**config.mk**
```make
export PLATFORM = sky130hd
export DESIGN_NAME = irq_enc_16x4_flat
export DESIGN_NICKNAME = d
export VERILOG_FILES = /design/src/rtl/irq_enc_16x4_pkg.sv /design/src/rtl/irq_enc_16x4_if.sv /design/src/rtl/irq_enc_16x4_prio_enc.sv /design/src/rtl/irq_enc_16x4.sv /design/src/flat_wrapper.sv
export SDC_FILE = /design/constraint.sdc
export NUM_CORES = 1
export LEC_CHECK = 0
export CORE_MARGIN = 3
export CORE_UTILIZATION = 30
export DETAILED_ROUTE_END_ITERATION = 8
export HOLD_SLACK_MARGIN = 0.12
export SLEW_MARGIN = 20
export SYNTH_ARGS = -nofsm -noshare
export SYNTH_HDL_FRONTEND = slang
export SYNTH_SLANG_ARGS = --single-unit
```
**constraint.sdc**
```tcl
create_clock -name clk -period 2.4 [get_ports clk]
set_clock_uncertainty 0.05 [all_clocks]
set_input_delay 0.36 -clock clk [delete_from_list [all_inputs] [get_ports clk]]
set_output_delay 0.36 -clock clk [all_outputs]
set_load 0.005 [all_outputs]
```
**src/rtl/irq_enc_16x4_pkg.sv**
```systemverilog
`default_nettype none
// +----------------------------------------------------------------------+
// | irq_enc_16x4_pkg                                                      |
// | Shared defaults, state encoding and the one-hot helper used by the    |
// | 16-to-4 sequential priority encoder.                                  |
// | Revision: 1.0                                                         |
// +----------------------------------------------------------------------+
package irq_enc_16x4_pkg;

  localparam int c_N         = 16;  // request lines
  localparam int c_W         = 4;   // index width, clog2(c_N)
  localparam int c_PRIO_HIGH = 1;   // 1: highest index wins

  typedef enum logic [0:0] {
    IDLE    = 1'b0,
    PRESENT = 1'b1
  } state_t;

  // Expand an index into the mask of the single line it names.
  function automatic logic [c_N-1:0] onehot(input logic [c_W-1:0] idx);
    logic [c_N-1:0] v;
    v      = '0;
    v[idx] = 1'b1;
    return v;
  endfunction

endpackage
`default_nettype wire

```
**src/rtl/irq_enc_16x4_if.sv**
```systemverilog
`default_nettype none
// +----------------------------------------------------------------------+
// | irq_enc_16x4_if                                                       |
// | Valid/ready grant channel carrying the encoded request index.         |
// |   out       : encoded index (master -> slave)                         |
// |   out_valid : out holds a valid index (master -> slave)               |
// |   out_ready : consumer accepts out this cycle (slave -> master)       |
// | Revision: 1.0                                                         |
// +----------------------------------------------------------------------+
interface irq_enc_16x4_if
  import irq_enc_16x4_pkg::*;
#(
  parameter int W = c_W
);

  logic [W-1:0] out;
  logic         out_valid;
  logic         out_ready;

  modport master (
    output out,
    output out_valid,
    input  out_ready
  );

  modport slave (
    input  out,
    input  out_valid,
    output out_ready
  );

endinterface
`default_nettype wire

```
**src/rtl/irq_enc_16x4_prio_enc.sv**
```systemverilog
`default_nettype none
// +----------------------------------------------------------------------+
// | irq_enc_16x4_prio_enc                                                 |
// | Combinational priority encoder.                                       |
// |   vector : N-bit request vector (in)                                  |
// |   idx    : index of the winning set bit, 0 when none (out)            |
// |   any    : at least one bit of vector is set (out)                    |
// | Revision: 1.0                                                         |
// +----------------------------------------------------------------------+
module irq_enc_16x4_prio_enc
  import irq_enc_16x4_pkg::*;
#(
  parameter int N         = c_N,
  parameter int W         = c_W,
  parameter int PRIO_HIGH = c_PRIO_HIGH
) (
  input  logic [N-1:0] vector,
  output logic [W-1:0] idx,
  output logic         any
);

  // The scan runs towards the winning end so the last hit overwrites idx.
  always_comb begin
    idx = '0;
    any = |vector;
    if (PRIO_HIGH != 0) begin
      for (int k = 0; k < N; k++) begin
        if (vector[k]) idx = W'(k);
      end
    end else begin
      for (int k = N - 1; k >= 0; k--) begin
        if (vector[k]) idx = W'(k);
      end
    end
  end

endmodule
`default_nettype wire

```
**src/rtl/irq_enc_16x4.sv**
```systemverilog
`default_nettype none
// +----------------------------------------------------------------------+
// | irq_enc_16x4                                                          |
// | Sequential 16-to-4 priority encoder: request pulses are collected in  |
// | a pending register and the winning index is offered on a valid/ready |
// | channel; the accepted bit is retired.                                 |
// |   clk      : rising-edge clock                                        |
// |   rst      : synchronous active-high reset                            |
// |   en       : gates request capture and new grants                     |
// |   in       : N request pulse lines                                    |
// |   bus      : grant channel (out / out_valid / out_ready)              |
// |   pending  : registered pending-request vector                        |
// |   overflow : sticky, a request pulse hit an already pending line      |
// | Revision: 1.0                                                         |
// +----------------------------------------------------------------------+
module irq_enc_16x4
  import irq_enc_16x4_pkg::*;
#(
  parameter int N         = c_N,
  parameter int W         = c_W,
  parameter int PRIO_HIGH = c_PRIO_HIGH
) (
  input  logic           clk,
  input  logic           rst,
  input  logic           en,
  input  logic [N-1:0]   in,
  irq_enc_16x4_if.master bus,
  output logic [N-1:0]   pending,
  output logic           overflow
);

  state_t         r_state;
  logic [N-1:0]   r_pending;
  logic [W-1:0]   r_out;
  logic           r_valid;
  logic           r_overflow;

  logic           w_accept;
  logic [N-1:0]   w_clr;
  logic [N-1:0]   w_rem;
  logic [N-1:0]   w_set;
  logic [W-1:0]   w_idx_pend;
  logic           w_any_pend;
  logic [W-1:0]   w_idx_rem;
  logic           w_any_rem;

  assign w_accept = r_valid & bus.out_ready;
  assign w_clr    = w_accept ? onehot(r_out) : '0;
  // rem deliberately excludes same-cycle requests; they are seen next load.
  assign w_rem    = r_pending & ~w_clr;
  assign w_set    = en ? in : '0;

  irq_enc_16x4_prio_enc #(
    .N         (N),
    .W         (W),
    .PRIO_HIGH (PRIO_HIGH)
  ) u_enc_pend (
    .vector (r_pending),
    .idx    (w_idx_pend),
    .any    (w_any_pend)
  );

  irq_enc_16x4_prio_enc #(
    .N         (N),
    .W         (W),
    .PRIO_HIGH (PRIO_HIGH)
  ) u_enc_rem (
    .vector (w_rem),
    .idx    (w_idx_rem),
    .any    (w_any_rem)
  );

  always_ff @(posedge clk) begin
    if (rst) begin
      r_state    <= IDLE;
      r_pending  <= '0;
      r_out      <= '0;
      r_valid    <= 1'b0;
      r_overflow <= 1'b0;
    end else begin
      // Set wins over clear: a pulse on the line being retired re-pends it.
      r_pending <= w_rem | w_set;
      if (|(w_set & w_rem)) r_overflow <= 1'b1;

      case (r_state)
        IDLE: begin
          if (en && w_any_pend) begin
            r_out   <= w_idx_pend;
            r_valid <= 1'b1;
            r_state <= PRESENT;
          end
        end
        PRESENT: begin
          // Held index is never preempted; only an accept moves it on.
          if (w_accept) begin
            if (en && w_any_rem) begin
              r_out <= w_idx_rem;
            end else begin
              r_valid <= 1'b0;
              r_state <= IDLE;
            end
          end
        end
        default: begin
          r_valid <= 1'b0;
          r_state <= IDLE;
        end
      endcase
    end
  end

  assign bus.out       = r_out;
  assign bus.out_valid = r_valid;
  assign pending       = r_pending;
  assign overflow      = r_overflow;

endmodule
`default_nettype wire

```
**src/flat_wrapper.sv**
```systemverilog
// flat-port wrapper written by rule: the top's interface ports become plain ports
module irq_enc_16x4_flat import irq_enc_16x4_pkg::*;
#(
  parameter int N         = c_N,
  parameter int W         = c_W,
  parameter int PRIO_HIGH = c_PRIO_HIGH
)
  (clk, rst, en, in, pending, overflow, bus_out, bus_out_valid, bus_out_ready);
  irq_enc_16x4_if #(.W(W)) bus_i ();
  input  logic clk;
  input  logic rst;
  input  logic en;
  input  logic [N-1:0] in;
  output logic [N-1:0] pending;
  output logic overflow;
  output wire logic [$bits(bus_i.out)-1:0] bus_out;
  output wire logic [$bits(bus_i.out_valid)-1:0] bus_out_valid;
  input wire logic [$bits(bus_i.out_ready)-1:0] bus_out_ready;
  assign bus_out = bus_i.out;
  assign bus_out_valid = bus_i.out_valid;
  assign bus_i.out_ready = bus_out_ready;
  irq_enc_16x4 #(.N(N), .W(W), .PRIO_HIGH(PRIO_HIGH)) u_core (.clk(clk), .rst(rst), .en(en), .in(in), .bus(bus_i), .pending(pending), .overflow(overflow));
endmodule
```
==> impl_metrics.tcl <==
set metrics [dict create \
    outcome "completed" \
    synth_fa_ha_area_share_pct 0 \
    clock_path_buffers 2 \
    path_max_fanout 10 \
    root_buffer "clkbuf_8" \
    ant_nets 0 \
    worst_pin_slew_ns 0.577 \
    yosys-top-cells-area "dfxtp_1 (31%), a21oi_1 (6.6%), nand2_1 (5.7%), inv_1 (4.0%), o21a_1 (4.0%)" \
    end_kind "flop" \
    timing.hold.ws_ns 0.472 \
    final-hold-violation-count 0 \
    yosys_warnings 0 \
    startpoint_type "flop" \
    dpl_cell_area_sq_mm 0.00217 \
    yosys.area.top_type_share_pct 30.5 \
    critPathTopFamily "compound AO/OA/AOI/OAI gates" \
    multi_input_area_sq_um 972 \
    finalNetCount 284 \
    ff2ff_path_depth 6 \
    vias 1753 \
    first_pass_iters 4 \
    cts.htree.levels 1 \
    regArea_sq_um 467 \
    fmax_ghz 0.441 \
    design_area_sq_mm 0.00227 \
    maxCapViolations 0 \
    syn_to_final_growth_pct 50.7 \
    clk_latency_ns 0.27 \
    cp.depth 6 \
    crit_start "u_core.bus.out_valid" \
    synthesis.nets 215 \
    cts_tree "yes" \
    critPathSlowestCell "dfxtp_2" \
    reg2reg_from "u_core.bus.out_valid" \
    synth-xor-area-share_pct 0 \
    setup_tns_ns 0 \
    num_io_pins 42 \
    final.min_clock_period_ns 2.27 \
    synth_edf_count 0 \
    ys_seq_area_share_pct 30.5 \
    wire_per_inst_um 16.2 \
    fp.dieW_um 76.9 \
    clkSlewWorstSetupHoldPaths_ns 0.09 \
    port_buffers 41 \
    yosys.area.top_type "dfxtp_1" \
    synthSimpleGateAreaFrac_pct 23.3 \
    core_area_sq_mm 0.00479 \
    min_from "u_core.bus.out[1]" \
    antenna_found_initial 0 \
    r2r_slack_ns 0.13 \
    grt_pass1_vias 1753 \
    die_h_um 76.9 \
    design.die.area_sq_mm 0.00592 \
    synth_compound_area_share_pct 36.2 \
    cp_common_cell "nand4_1" \
    grtUsageTotal_pct 18.3 \
    period_share_pct 94.6 \
    crit_chain "nand4_1 > o21ai_1 > nand4_1 > o41ai_4 > o22a_4 > mux2_4" \
    worstPathRequired_ns 2.52 \
    hp-class "reg -> reg" \
    cts_buffers 3 \
    gp_congestion 0.902 \
    initial_core_util_pct 31.5 \
    syn_inst 195 \
    drt_wl_total_um 5330 \
    synthArstFlopShare_pct 0 \
    rsz0062_at_grt "no" \
    grt_pass1_wl_um 8630 \
    path_class "reg -> reg" \
    synth_area_sq_mm 0.00151 \
    rows 25 \
    drv_slew 0 \
    critPathBufInv 0 \
    synthFlopType "dfxtp_1" \
    cp.arrival_ns 2.39 \
    synth_top_family_by_area "compound AO/OA/AOI/OAI gates" \
    leakage_nw 0.887 \
    synth.area.mux_share_pct 2.99 \
    vias_per_cell 5.31 \
    relSlewSlack_pct 61.2 \
    hold_depth 2 \
    setup_viol 0 \
    fill_cells 484 \
    p_per_area_mw_per_mm2 494 \
    cts_sinks 23 \
    critPathMaxStageDelay_ns 0.47 \
    drtIter0Drc 184 \
    ir_drop_v 0.000242 \
    antenna_cells 0 \
    drive_gt1_share_pct 20.2 \
    synth.avg_cell_area_sq_um 7.74 \
    dpl.hpwl_um 4220 \
    synth-seq-cells 23 \
    ys_types 46 \
    grt_max_degree 18 \
    drc_errors 0 \
    globalRouteOverflowTotal 0 \
]
-- Yosys cell counts, types with 2 or more instances --
master / n
inv_1: 16
o31ai_1: 4
nand4b_2: 2
mux2i_1: 3
o2111ai_1: 3
nor3_1: 4
dfxtp_1: 23
nand3_1: 5
o211ai_1: 3
o22ai_1: 2
a221oi_1: 2
a21oi_1: 20
nand2_1: 23
o21ai_2: 4
o21ai_0: 6
o21ai_1: 6
a311oi_1: 2
a211oi_1: 4
buf_6: 2
clkbuf_1: 4
o221ai_1: 3
a21o_1: 2
a22oi_1: 2
nand2b_1: 3
nand4_1: 3
nor2_1: 15
o21a_1: 8
nor4_1: 3
-- placed cells by master (no fill, tap or decap), types with 3 or more instances in the layout --
cell and n:
o21a_1 8, clkbuf_8 3, o21ai_0 6, o221ai_1 3
a21oi_1 20, inv_1 16, a211oi_1 4, mux2i_1 3
nand3_1 5, o31ai_1 3, nor3_1 4, dfxtp_1 18
o21ai_2 4, buf_4 30, nor4_1 3, dfxtp_2 5
o2111ai_1 3, o211ai_1 3, o21ai_1 6, nor2_1 15
clkdlybuf4s50_1 40, nand2_1 23, nand4_1 3
-- routing by layer --
layer  wire, um  track usage [%]  vias to the layer above
li1           -                -                      874
met1       2470             24.5                      807
met2       2460             29.1                       61
met3        281             3.29                       11
met4        126             6.88                        0
met5          0                0                        -
-- report_power, final --
group	internal, mW	switching, mW	leakage (nW)
registers	0.416	0.0585	0.192
clock network	0.119	0.134	0.0228
logic	0.215	0.180	0.672
total	0.750	0.373	0.887
-- kinds of logic (layout without fill, tap and decap cells) --
family / after synthesis / after routing
compound gates: 78 / 78
buf+inv: 24 / 92
flops: 23 / 23
mux: 4 / 4
simple gates: 66 / 66
-- state kept, by name (all words and copies together) (netlist names) --
| signal | count |
|---|---|
| u_core.pending | 16 |
| u_core.bus.out_valid | 1 |
| u_core.overflow | 1 |
| u_core.r_state | 1 |
| u_core.bus.out | 4 |
-- path summary, 6_finish.rpt --
path	to
min	u_core.bus.out[1]
max reg2reg	u_core.bus.out[3]
min reg2reg	u_core.bus.out[1]
max	u_core.bus.out[3]
-- timing repair --
item	4_1_cts	5_1_grt
gates resized for setup	5	6
setup endpoints to repair	4	6
buffers inserted	2	0
hold endpoints to repair	0	0
pin swaps	3	1
hold buffers	0	0
-- worst min-delay path, delay by kind of cell (launching register included) --
family	cells	cell delay, ns
mux	1	0.06
simple gates	1	0.07
flops	1	0.36
-- per-stage QoR --
| step | util, % | cells | setup WS, ns | power [mW] |
|---|---|---|---|---|
| 2_1_floorplan | - | 195 | 0.208 | 0.661 |
| 3_3_place_gp | 45.4 | 324 | -0.299 | 0.861 |
| 3_5_place_dp | 45.4 | 324 | -0.337 | 0.859 |
| 4_1_cts | 47.1 | 330 | 0.106 | 1.12 |
| 5_1_grt | 47.5 | 330 | 0.0104 | 1.18 |
| 6_report | 47.5 | 330 | 0.130 | 1.12 |
-- area by class of cell --
type / instances / area share, %
clock buffer: 4 / 1.98
inverter: 16 / 2.64
multi-input combinational: 148 / 42.8
sequential: 23 / 20.5
tap: 67 / 3.69
timing repair buffer: 72 / 28.4
Note: power is estimated with default switching activity, not from simulation.
